==> src/rtl/fetch_inst_queue_pkg.sv <==
// Shared types and width helpers for the fetch->decode instruction queue.
package fetch_inst_queue_pkg;

  localparam int FIQ_XLEN = 32;

  typedef struct packed {
    logic [FIQ_XLEN-1:0] inst;
    logic [FIQ_XLEN-1:0] pc;
  } fetch_entry_t;

  localparam int FIQ_ENTRY_W = $bits(fetch_entry_t);

  // Counter width able to hold the value n itself (0..n inclusive).
  function automatic int cnt_w(input int n);
    return $clog2(n) + 1;
  endfunction

  localparam int FIQ_CNT_W = cnt_w(4);

endpackage

==> src/rtl/fetch_ring_buf.sv <==
// DEPTH-entry ring buffer with plain push/pop strobes; the caller guarantees no overflow/underflow.
// Head data is read straight from registered storage, so a push is visible one cycle later.
module fetch_ring_buf
  import fetch_inst_queue_pkg::*;
#(
  parameter int DEPTH = 4,
  parameter int W     = FIQ_ENTRY_W,
  localparam int CNT_W = cnt_w(DEPTH),
  localparam int PTR_W = $clog2(DEPTH)
) (
  input  logic             clk,
  input  logic             rst_n,
  input  logic             flush_i,
  input  logic             push_i,
  input  logic [W-1:0]     push_dat_i,
  input  logic             pop_i,
  output logic [W-1:0]     head_dat_o,
  output logic [CNT_W-1:0] count_o
);

  logic [W-1:0]     mem [DEPTH];
  logic [PTR_W-1:0] rd_ptr_q, rd_ptr_d;
  logic [PTR_W-1:0] wr_ptr_q, wr_ptr_d;
  logic [CNT_W-1:0] count_q, count_d;

  always_comb begin
    rd_ptr_d = rd_ptr_q;
    wr_ptr_d = wr_ptr_q;
    count_d  = count_q;
    if (flush_i) begin
      rd_ptr_d = '0;
      wr_ptr_d = '0;
      count_d  = '0;
    end else begin
      if (push_i) wr_ptr_d = wr_ptr_q + PTR_W'(1);
      if (pop_i)  rd_ptr_d = rd_ptr_q + PTR_W'(1);
      count_d = count_q + CNT_W'(push_i) - CNT_W'(pop_i);
    end
  end

  always_ff @(posedge clk or negedge rst_n) begin
    if (!rst_n) begin
      rd_ptr_q <= '0;
      wr_ptr_q <= '0;
      count_q  <= '0;
    end else begin
      rd_ptr_q <= rd_ptr_d;
      wr_ptr_q <= wr_ptr_d;
      count_q  <= count_d;
    end
  end

  // Storage is deliberately not reset; count gates its visibility.
  always_ff @(posedge clk) begin
    if (push_i && !flush_i) mem[wr_ptr_q] <= push_dat_i;
  end

  assign head_dat_o = mem[rd_ptr_q];
  assign count_o    = count_q;

endmodule

==> src/rtl/fetch_inst_queue.sv <==
// Credit-based fetch->decode queue: issues requests only when a slot is reserved for the response,
// and after a redirect drops the wrong-path responses still in flight.
module fetch_inst_queue
  import fetch_inst_queue_pkg::*;
#(
  parameter int DEPTH           = 4,
  parameter int MAX_OUTSTANDING = 4,
  parameter int XLEN            = FIQ_XLEN,
  localparam int CNT_W = cnt_w(DEPTH),
  localparam int OC_W  = cnt_w(MAX_OUTSTANDING)
) (
  input  logic             clk,
  input  logic             rst_n,
  input  logic             pred_miss,
  input  logic             req_valid,
  output logic             req_ready,
  input  logic             rsp_valid,
  input  logic [XLEN-1:0]  rsp_inst,
  input  logic [XLEN-1:0]  rsp_pc,
  output logic             deq_valid,
  output logic [XLEN-1:0]  deq_inst,
  output logic [XLEN-1:0]  deq_pc,
  input  logic             deq_ready,
  output logic [CNT_W-1:0] count,
  output logic             proto_err
);

  localparam int SUM_W = ((CNT_W > OC_W) ? CNT_W : OC_W) + 1;

  logic [OC_W-1:0]   live_q, live_d;
  logic [OC_W-1:0]   stale_q, stale_d;
  logic              proto_err_q, proto_err_d;

  logic [SUM_W-1:0]  occ_sum, out_sum, flush_stale;
  logic              fire, pop, push;
  logic              rsp_stale, rsp_live, rsp_err;
  logic [2*XLEN-1:0] head_dat;

  // occ_sum counts held entries plus slots promised to live requests.
  assign occ_sum   = SUM_W'(count) + SUM_W'(live_q);
  assign out_sum   = SUM_W'(live_q) + SUM_W'(stale_q);
  assign req_ready = !pred_miss
                   && (occ_sum < SUM_W'(DEPTH))
                   && (out_sum < SUM_W'(MAX_OUTSTANDING));
  assign fire      = req_valid && req_ready;

  // In-order bus: stale responses always drain ahead of live ones.
  assign rsp_stale = rsp_valid && (stale_q != '0);
  assign rsp_live  = rsp_valid && (stale_q == '0) && (live_q != '0);
  assign rsp_err   = rsp_valid && (stale_q == '0) && (live_q == '0);

  assign push      = rsp_live && !pred_miss;
  assign deq_valid = (count != '0) && !pred_miss;
  assign pop       = deq_valid && deq_ready;

  // A flush converts every live request into a stale one, minus any that answers this cycle.
  assign flush_stale = SUM_W'(stale_q) + SUM_W'(live_q) + SUM_W'(fire)
                     - SUM_W'(rsp_valid && !rsp_err);

  always_comb begin
    live_d      = live_q;
    stale_d     = stale_q;
    proto_err_d = proto_err_q || rsp_err;
    if (pred_miss) begin
      live_d  = '0;
      stale_d = OC_W'(flush_stale);
    end else begin
      live_d  = live_q + OC_W'(fire) - OC_W'(rsp_live);
      stale_d = stale_q - OC_W'(rsp_stale);
    end
  end

  always_ff @(posedge clk or negedge rst_n) begin
    if (!rst_n) begin
      live_q      <= '0;
      stale_q     <= '0;
      proto_err_q <= 1'b0;
    end else begin
      live_q      <= live_d;
      stale_q     <= stale_d;
      proto_err_q <= proto_err_d;
    end
  end

  fetch_ring_buf #(
    .DEPTH (DEPTH),
    .W     (2*XLEN)
  ) u_ring (
    .clk        (clk),
    .rst_n      (rst_n),
    .flush_i    (pred_miss),
    .push_i     (push),
    .push_dat_i ({rsp_inst, rsp_pc}),
    .pop_i      (pop),
    .head_dat_o (head_dat),
    .count_o    (count)
  );

  assign deq_inst  = head_dat[2*XLEN-1:XLEN];
  assign deq_pc    = head_dat[XLEN-1:0];
  assign proto_err = proto_err_q;

  a_count_bound: assert property (@(posedge clk) disable iff (!rst_n)
    count <= CNT_W'(DEPTH));
  a_outstanding: assert property (@(posedge clk) disable iff (!rst_n)
    out_sum <= SUM_W'(MAX_OUTSTANDING));
  a_credit: assert property (@(posedge clk) disable iff (!rst_n)
    occ_sum <= SUM_W'(DEPTH));
  a_no_ready_flush: assert property (@(posedge clk) disable iff (!rst_n)
    pred_miss |-> !req_ready);

endmodule

==> config.mk <==
export PLATFORM = sky130hd
export DESIGN_NAME = fetch_inst_queue
export DESIGN_NICKNAME = d
export VERILOG_FILES = /design/src/rtl/fetch_inst_queue_pkg.sv /design/src/rtl/fetch_ring_buf.sv /design/src/rtl/fetch_inst_queue.sv
export SDC_FILE = /design/constraint.sdc
export NUM_CORES = 1
export LEC_CHECK = 0
export BUFFER_PORTS_ARGS = -buffer_cell sky130_fd_sc_hd__buf_2
export CAP_MARGIN = 20
export CORE_MARGIN = 1
export CORE_UTILIZATION = 40
export CTS_CLUSTER_DIAMETER = 150
export DETAILED_ROUTE_END_ITERATION = 10
export PLACE_DENSITY = 0.69
export SLEW_MARGIN = 20
export SYNTH_ARGS = -nofsm -noshare
export SYNTH_HDL_FRONTEND = slang
export SYNTH_SLANG_ARGS = --single-unit
==> constraint.sdc <==
create_clock -name clk -period 4.3 [get_ports clk]
set_input_delay 0.43 -clock clk [delete_from_list [all_inputs] [get_ports clk]]
set_output_delay 0.43 -clock clk [all_outputs]
set_load 0.02 [all_outputs]
==> results.toml, run 1 <==
[min_path]
min_from = "rsp_inst[5]"
hold_path_class = "in2reg"
min_to = "u_ring.mem[2][37]$_DFFE_PP_"
holdPathStages = 1

[timing]
maxSlewViolCount = 0
whs_ps = 132
worst_slew_pin_slew_ps = 1040
max_freq_ghz = 0.319
finalHoldViolCount = 0
slew_headroom_pct = 30.8
finalSetupTns_ps = 0
fin_crit_sh_pct = 73.0
finClkSkew_ps = 10.3
rsz0062_at_grt = "no"
setup_viol = 0
period_needed_ps = 3140

[cells_and_area]
area_growth_pct = 18.0
finish.instance_area_mm2 = 0.0122
nFillCells = 2089
drive_gt1_share_pct = 41.1
nNetsFinal = 684
fin_cells = 944
multiInputGateArea_mm2 = 0.00212
final_util_pct = 48.3
seq_area_mm2 = 0.00805

[routing]
wl_um = 18400
vias = 4723
drtPass1Iterations = 4
via_per_inst = 5.00
drc_errors = 0
drt_first_iter_violations = 258
routedWlPerCell_um = 19.5
ant_nets = 0

[die]
fp.dieW_um = 163
fp.dieArea_mm2 = 0.0265
die_h_um = 163
start_util_pct = 40.9
core_area_mm2 = 0.0253
rows = 58
ios = 140

[placed_design]
dpl.hpwl_um = 10700
io_buffer_count = 139
dp_cells = 893
place.gp.congestion = 0.809
place_area_mm2 = 0.0113

[worst_setup_path]
critPathKind = "reg2reg"
worstReg2RegStart = "live_q[0]$_DFF_PN0_"
cp-end-kind = "flop"
cp.required_ps = 4660
rr_endpoint = "stale_q[2]$_DFF_PN0_"
cp_slowest_stage_delay_ps = 430
cp_top_family = "adder cells"
cp_slowest_cell = "dfrtp_1"
crit_arrival_ps = 3500
crit_fanout = 4
crit_buf_inv = 3
crit_chain = "ha_1 -> inv_1 -> fa_1 -> xnor2_1 -> a31oi_1 -> nand4_1 -> ha_1 -> inv_1 -> ha_1 -> inv_1 -> fa_1 -> xnor2_1 -> xnor2_1 -> a21oi_1"
r2r_cells = 14
reg2reg_slack_ps = 1160
worstSetupStartpointType = "flop"

[pwr]
combPwrFrac_pct = 17.2
p_int_uw = 4720
ir_drop_uv = 387
pwr-share-clk_pct = 34.5
sw_frac_of_total_pct = 25.2
p_switching_uw = 1590
powerDensity_mw_per_mm2 = 518
seq_power_share_pct = 48.4
leakagePower_uw = 0.00415

[yosys]
synth_cell_types = 34
syn_nets = 531
synthCells = 440
netlist_top_cells_area = "edfxtp_1 74%, mux4_2 14%, dfrtp_1 3.4%, ha_1 2.1%, fa_1 0.78%"
yosysWarnings = 0
synth_largest_area_cell = "edfxtp_1"
seq_area_frac_synth_pct = 77.8
avgSynthCellArea_um2 = 23.5
synth.top_cell.area_share_pct = 74.5
synth_seq_cells = 270
synthesis.area_mm2 = 0.0103

[clock_network]
clk_latency_ps = 510
clock_path_buffers = 3
cts_buffers = 27
cts_tree = "yes"
clock_sinks = 270
clk_pin_slew_ps = 60
postCtsSetupBuffers = 0
cts_max_level = 1
cts.root.buffer_cell = "clkbuf_16"

[global_routing]
grt_pass1_vias = 5182
grt_usage_pct = 14.2
grt_pass1_wl_um = 28700
grt_max_degree = 67
antenna_found_initial = 0
overflow = 0

[job]
drv_cap = 0

[status]
status = "complete, no violations"
-- logic make-up after synthesis --
| kind of cell | after synthesis | share of synthesized area (%) |
|---|---|---|
| compound gates | 5 | 0.303 |
| simple gates | 35 | 2.11 |
| xor+xnor | 8 | 0.679 |
| mux | 69 | 14.5 |
| buf+inv | 32 | 1.73 |
| flops | 270 | 77.8 |
| fa+ha+maj | 21 | 2.84 |
-- synth_stat cells (all sizes together) --
cell    number
or4b         1
a21o         1
nand2        2
buf         13
nand4        1
nand2b       4
mux2i        4
o31ai        1
clkbuf       4
fa           4
xnor2        5
nor3b        1
and2         5
ha          17
a21oi        2
mux2         1
a31oi        1
xor2         3
nor2b        3
mux4        64
edfxtp     256
dfrtp       14
and3         1
nand3        1
or4          2
nor3         4
inv         15
nor2        10
-- cells in the final DEF (no fill, tap or decap), types with 2 or more instances in the layout --
cell type    n
edfxtp_1   256
buf_2      139
mux4_2      64
clkbuf_16   27
ha_1        17
inv_1       15
dfrtp_1     12
nor2_1       9
clkbuf_1     7
clkinv_2     6
xnor2_1      5
clkinv_1     5
mux2i_1      4
and2_4       4
nand2b_1     4
fa_1         4
nor2b_1      3
xor2_1       3
nor3_1       2
or4_1        2
nand2_1      2
a21oi_1      2
bufinv_16    2
dfrtp_4      2
-- power by group through the flow --
stage	logic [µW]	clock network, µW	registers, µW
2_1_floorplan	856	0	3040
3_3_place_gp	1060	0	3100
3_5_place_dp	1100	0	3110
4_1_cts	1110	2240	3060
5_1_grt	1190	2340	3070
6_report	1080	2170	3050
-- sequential cells by signal (all words and copies together), names as in the netlist --
name	count
live_q	3
proto_err	1
stale_q	3
u_ring.count_o	3
u_ring.mem	256
u_ring.rd_ptr_q	2
u_ring.wr_ptr_q	2
-- routing by layer --
layer,wire length [µm],up-vias,global-route usage (%)
met5,0,-,0
met4,207,0,3.31
met3,1040,22,3.23
met2,9650,105,25.0
met1,7460,2478,17.9
li1,-,2118,-
-- per-stage QoR --
step                total power (µW)  setup WS (ps)
floorplan                       3890           1190
global placement                4160           1370
detailed placement              4210           1160
CTS                             6400           1130
global route                    6600            940
finish                          6310           1160
-- how the worst max path moves through the flow --
stage | start | to | depth (start not counted)
finish | live_q[0]$_DFF_PN0_ | stale_q[2]$_DFF_PN0_ | 14
detailed placement | live_q[1]$_DFF_PN0_ | stale_q[2]$_DFF_PN0_ | 13
global placement | live_q[1]$_DFF_PN0_ | stale_q[2]$_DFF_PN0_ | 13
floorplan | stale_q[0]$_DFF_PN0_ | u_ring.mem[0][0]$_DFFE_PP_ | 3
CTS | live_q[1]$_DFF_PN0_ | stale_q[2]$_DFF_PN0_ | 13
global route | live_q[1]$_DFF_PN0_ | stale_q[2]$_DFF_PN0_ | 13
-- repair_timing --
item	in CTS	in global routing
hold endpoints to repair	14	0
hold buffers	1	0
resized for setup	0	0
endpoints found under the setup margin	0	0
-- worst reg2reg max path: stages (launching register included) --
cell	delay (ps)
dfrtp_1	430
ha_1	200
inv_1	60
fa_1	380
xnor2_1	160
a31oi_1	210
nand4_1	170
ha_1	320
inv_1	70
ha_1	140
inv_1	50
fa_1	380
xnor2_1	180
xnor2_1	140
a21oi_1	100
-- cell type report --
type / instances / area share [%]
sequential: 270 / 66.0
clock buffer: 34 / 5.76
timing repair buffer: 141 / 5.95
multi-input combinational: 138 / 17.4
inverter: 15 / 0.462
clock inverter: 15 / 1.03
tap: 330 / 3.39
antenna: 1 / 0.0205
(Power assumes the default switching activity.)
==> run 2: changes to the inputs <==
Clock period 4.3 ns to 3.2 ns, I/O delays scaled along.
==> run 2 against run 1 <==
Compared with the run above: final area increased by 5.6%; cell count increased by 5.9%; critical path depth unchanged; die area unchanged; sequential power increased by 33%; largest power group unchanged.
==> results.toml, run 2 (synthesis gave the netlist of run 1 again) <==
[job]
drv_cap = 0

[cells_and_area]
regMostFlops = "u_ring.mem"
finish.instance_area_mm2 = 0.0129
seq_area_mm2 = 0.00805
drive_gt1_share_pct = 40.1
area_growth_pct = 24.6
fin_cells = 1000
layout_commonest_cell = "edfxtp_1"
layout_common_cells = "256 x edfxtp_1, 139 x buf_2, 64 x mux4_2"
antennaDiodeCount = 0
nNetsFinal = 740
nFillCells = 2011
largest_reg_flops = 256
multiInputGateArea_mm2 = 0.00213

[clock_network]
clock_sinks = 270
cts_buffers = 28
cts.root.buffer_cell = "clkbuf_16"
clk_latency_ps = 520
clock_path_buffers = 3
clk_pin_slew_ps = 60
cts_tree = "yes"
cts_max_level = 1

[die]
ios = 140
start_util_pct = 40.9
core_area_mm2 = 0.0253
fp.dieArea_mm2 = 0.0265
rows = 58
fp.dieW_um = 163
die_h_um = 163

[global_routing]
grt_usage_pct = 14.6
overflow = 0
grt_pass1_vias = 5481
antenna_found_initial = 0
grt_max_degree = 67
grt_pass1_wl_um = 29600

[worst_setup_path]
crit_top_cell = "inv_1"
cp-end-kind = "flop"
crit_fanout = 3
cp_slowest_cell = "dfrtp_1"
worstSetupStartpointType = "flop"
critPathKind = "reg2reg"
cp_top_family = "adder cells"
cp_slowest_stage_delay_ps = 390
cp.required_ps = 3590
crit_buf_inv = 3
crit_arrival_ps = 3360
crit_chain = "ha_2 -> inv_1 -> fa_2 -> xnor2_2 -> a31oi_1 -> nand4_1 -> ha_1 -> inv_1 -> ha_1 -> inv_1 -> fa_2 -> xnor2_1 -> xnor2_1 -> a21oi_1"

[routing]
ant_nets = 0
drt_first_iter_violations = 299
routedWlPerCell_um = 19.0
drtPass1Iterations = 4
wl_um = 19000
via_per_inst = 4.99
drc_errors = 0
vias = 4987

[placed_design]
place.gp.congestion = 0.819
dpl.hpwl_um = 11300
post-place-ws_ps = 136
place_area_mm2 = 0.0115
dp_cells = 902
io_buffer_count = 139

[pwr]
leakagePower_uw = 0.00444
ir_drop_uv = 494
powerDensity_mw_per_mm2 = 686

[timing]
fin_crit_sh_pct = 92.9
maxSlewViolCount = 0
worst_slew_pin_slew_ps = 1020
max_freq_ghz = 0.336
finalSetupTns_ps = 0
rsz0062_at_grt = "no"
finClkSkew_ps = 9.26
setup_slack_ps = 226
finalHoldViolCount = 0
setup_viol = 0
slew_headroom_pct = 32.2
period_needed_ps = 2970

[min_path]
hold_path_class = "in2reg"

[status]
status = "complete, no violations"
==> run 2: final timing paths <==
kind	startpoint	to	slack, ps	cells past startpoint
worst max-delay path	stale_q[0]$_DFF_PN0_	stale_q[2]$_DFF_PN0_	230	14
worst max register to register	stale_q[0]$_DFF_PN0_	stale_q[2]$_DFF_PN0_	230	14
worst min-delay path	rsp_inst[23]	u_ring.mem[0][55]$_DFFE_PP_	20	1
min in group asynchronous	rst_n	live_q[1]$_DFF_PN0_	240	2
max in group asynchronous	rst_n	u_ring.rd_ptr_q[0]$_DFFE_PN0P_	2670	2
worst min register to register	proto_err$_DFF_PN0_	proto_err$_DFF_PN0_	470	1
==> run 2: layer usage <==
| metal | vias up | routed length [µm] | global-route usage [%] |
|---|---|---|---|
| li1 | 2232 | - | - |
| met1 | 2604 | 8140 | 19.4 |
| met2 | 127 | 9430 | 24.7 |
| met3 | 24 | 1120 | 3.18 |
| met4 | 0 | 266 | 3.31 |
| met5 | - | 0 | 0 |
==> run 2: power breakdown <==
part	internal (µW)	switching, µW
clock network	1940	1240
registers	3940	115
logic	761	820
==> run 2: cell type report <==
| cell class | count | share of cell area (%) |
|---|---|---|
| clock buffers | 40 | 6.12 |
| clock inverters | 11 | 1.01 |
| inverters | 15 | 0.438 |
| multi-input cells | 138 | 16.6 |
| flip-flops and latches | 270 | 62.5 |
| well taps | 330 | 3.21 |
| repair buffers | 196 | 10.1 |
==> run 2: what timing repair did <==
item	4_1_cts	5_1_grt
hold buffers	45	0
setup buffers	0	2
endpoints found under the setup margin	0	1
endpoints found under the hold margin	177	0
gates resized for setup	0	5
==> run 2: metrics by stage <==
step / hold WS, ps / utilization [%] / power (µW)
CTS: 1.62 / 50.8 / 8900
floorplan: 24.4 / - / 5230
global placement: 227 / 45.4 / 5590
finish: 20.1 / 50.9 / 8820
detailed placement: 240 / 45.4 / 5650
global route: 0.732 / 50.9 / 9210
==> run 3: changes to the inputs <==
Settings changed: PLACE_DENSITY 0.69 to 0.71, SLEW_MARGIN 20 to not set.
Clock period 3.2 ns to 2.6 ns, I/O delays scaled along.
==> run 3 against run 2 <==
Compared with the run above: the run now ends with negative setup slack left; utilization rose by 2.0 points; wire length rose by 5.2%; clock-buffer cell count fell by 3; first-iteration DRC count shrank 0.67%; setup slack worse by 620 ps; total power up 29%; hold slack better by 33 ps; cell count increased by 3.7%; largest cell class unchanged; largest power group unchanged; highest routed layer unchanged.
==> results.toml, run 3 (synthesis gave the netlist of run 1 again) <==
[status]
status = "finished with violations"
violations = "negative setup slack"

[placed_design]
place_area_mm2 = 0.0116
io_buffer_count = 139
dpl.hpwl_um = 11600
dp_cells = 916
place.gp.congestion = 0.770

[min_path]
hold_path_class = "in2reg"
holdPathStages = 3

[die]
rows = 58
ios = 140
fp.dieArea_mm2 = 0.0265
core_area_mm2 = 0.0253
start_util_pct = 40.9
fp.dieW_um = 163
die_h_um = 163

[worst_setup_path]
rr_endpoint = "stale_q[2]$_DFF_PN0_"
cp_slowest_cell = "dfrtp_1"
crit_end = "stale_q[2]$_DFF_PN0_"
crit_buf_inv = 3
crit_chain = "ha_2 -> inv_2 -> fa_2 -> xnor2_2 -> a31oi_1 -> nand4_1 -> ha_1 -> inv_2 -> ha_4 -> inv_2 -> fa_2 -> xnor2_2 -> xnor2_2 -> a21oi_2"
cp.required_ps = 3040
crit_arrival_ps = 3430
cp_top_family = "adder cells"
cp_slowest_stage_delay_ps = 360
r2r_cells = 14
critPathKind = "reg2reg"
cp-end-kind = "flop"
cp.depth = 14
crit_start = "live_q[0]$_DFF_PN0_"
reg2reg_slack_ps = -390
worstReg2RegStart = "live_q[0]$_DFF_PN0_"
crit_fanout = 2
worstSetupStartpointType = "flop"

[job]
drv_cap = 0

[routing]
ant_nets = 0
wl_um = 19900
vias = 5151
drt_first_iter_violations = 297
drc_errors = 0
via_per_inst = 4.97
routedWlPerCell_um = 19.2
drtPass1Iterations = 4

[timing]
rsz0062_at_grt = "yes"
fin_crit_sh_pct = 115
finalHoldViolCount = 0
setup_viol = 4
setup_slack_ps = -390
period_needed_ps = 2990
slew_headroom_pct = 60.3
maxSlewViolCount = 0
worst_slew_pin_slew_ps = 596
finClkSkew_ps = 12.5
max_freq_ghz = 0.334

[clock_network]
cts.root.buffer_cell = "clkbuf_16"
cts_buffers = 28
cts_tree = "yes"
cts_max_level = 1
clk_pin_slew_ps = 60
clk_latency_ps = 530
clock_path_buffers = 3
clock_sinks = 270

[global_routing]
grt_usage_pct = 14.9
grt_max_degree = 67
antenna_found_initial = 0
grt_pass1_wl_um = 30000
grt_pass1_vias = 5676
overflow = 0

[cells_and_area]
fin_cells = 1037
nNetsFinal = 780
area_growth_pct = 29.4
largest_reg_flops = 256
layout_common_cells = "256 x edfxtp_1, 139 x buf_2, 66 x dlygate4sd3_1"
antennaDiodeCount = 0
regMostFlops = "u_ring.mem"
layout_commonest_cell = "edfxtp_1"
drive_gt1_share_pct = 43.6
finish.instance_area_mm2 = 0.0134

[pwr]
powerDensity_mw_per_mm2 = 854
leakagePower_uw = 0.00466
ir_drop_uv = 511
p_total_uw = 11400
## run 3: cell types whose count changed in the layout (fill, tap and decap cells not counted), sizes merged
cell / before / now
inv: 15 / 17
clkinvlp: 2 / 0
bufinv: 3 / 4
dlygate4sd3: 45 / 66
clkinv: 6 / 5
buf: 151 / 170
clkbuf: 40 / 37
## run 3: area by class of cell
type | count | area, µm²
fillers | 1949 | 11900
clock buffers | 37 | 776
clock inverters | 11 | 163
inverters | 15 | 56.3
multi-input cells | 138 | 2190
flip-flops and latches | 270 | 8050
repair buffers | 236 | 1710
well taps | 330 | 413
## run 3: stage by stage
stage	hold slack, ps	utilization [%]	TNS, ps	worst slack, ps
floorplan	-35.6	-	-136	-136
global placement	171	46.1	-238	-153
detailed placement	180	46.1	-1040	-357
CTS	19.4	52.7	-840	-296
global route	52.1	52.9	-1250	-464
finish	53.6	52.9	-954	-390
## run 3: worst min path at each step
stage               from                   to  slack [ps]
2_1_floorplan      rst_n  live_q[0]$_DFF_PN0_         -40
3_3_place_gp       rst_n  proto_err$_DFF_PN0_         170
3_5_place_dp       rst_n  proto_err$_DFF_PN0_         180
4_1_cts        rsp_valid  proto_err$_DFF_PN0_          20
5_1_grt        rsp_valid  proto_err$_DFF_PN0_          50
6_report       rsp_valid  proto_err$_DFF_PN0_          50
## run 3: power by group
group,switching (µW),total (µW),internal [µW]
Combinational,1220,2450,1230
Sequential,89.6,4940,4850
Clock,1540,4020,2480
Total,2850,11400,8560
## run 3: worst register-to-register path: cells and delay by family (launching register included)
| kind | cells | cell delay (ps) |
|---|---|---|
| AND/OR/NAND/NOR | 1 | 190 |
| AO/OA/AOI/OAI | 2 | 400 |
| flip-flops | 1 | 360 |
| XOR/XNOR | 3 | 460 |
| buffers and inverters | 3 | 160 |
| adder cells (fa/ha/maj) | 5 | 1340 |
## run 3: metal layers
| metal | track usage (%) | wire length (µm) | up-vias |
|---|---|---|---|
| met1 | 18.0 | 7990 | 2687 |
| met5 | 0 | 0 | - |
| li1 | - | - | 2308 |
| met4 | 4.80 | 379 | 0 |
| met3 | 2.72 | 901 | 39 |
| met2 | 27.1 | 10700 | 117 |
## run 3: what timing repair did
action | 4_1_cts | 5_1_grt
gates resized for setup | 7 | 7
setup endpoints to repair | 4 | 26
endpoints found under the hold margin | 272 | 0
hold buffers | 66 | 0
setup buffers | 4 | 3
pin swaps | 9 | 4
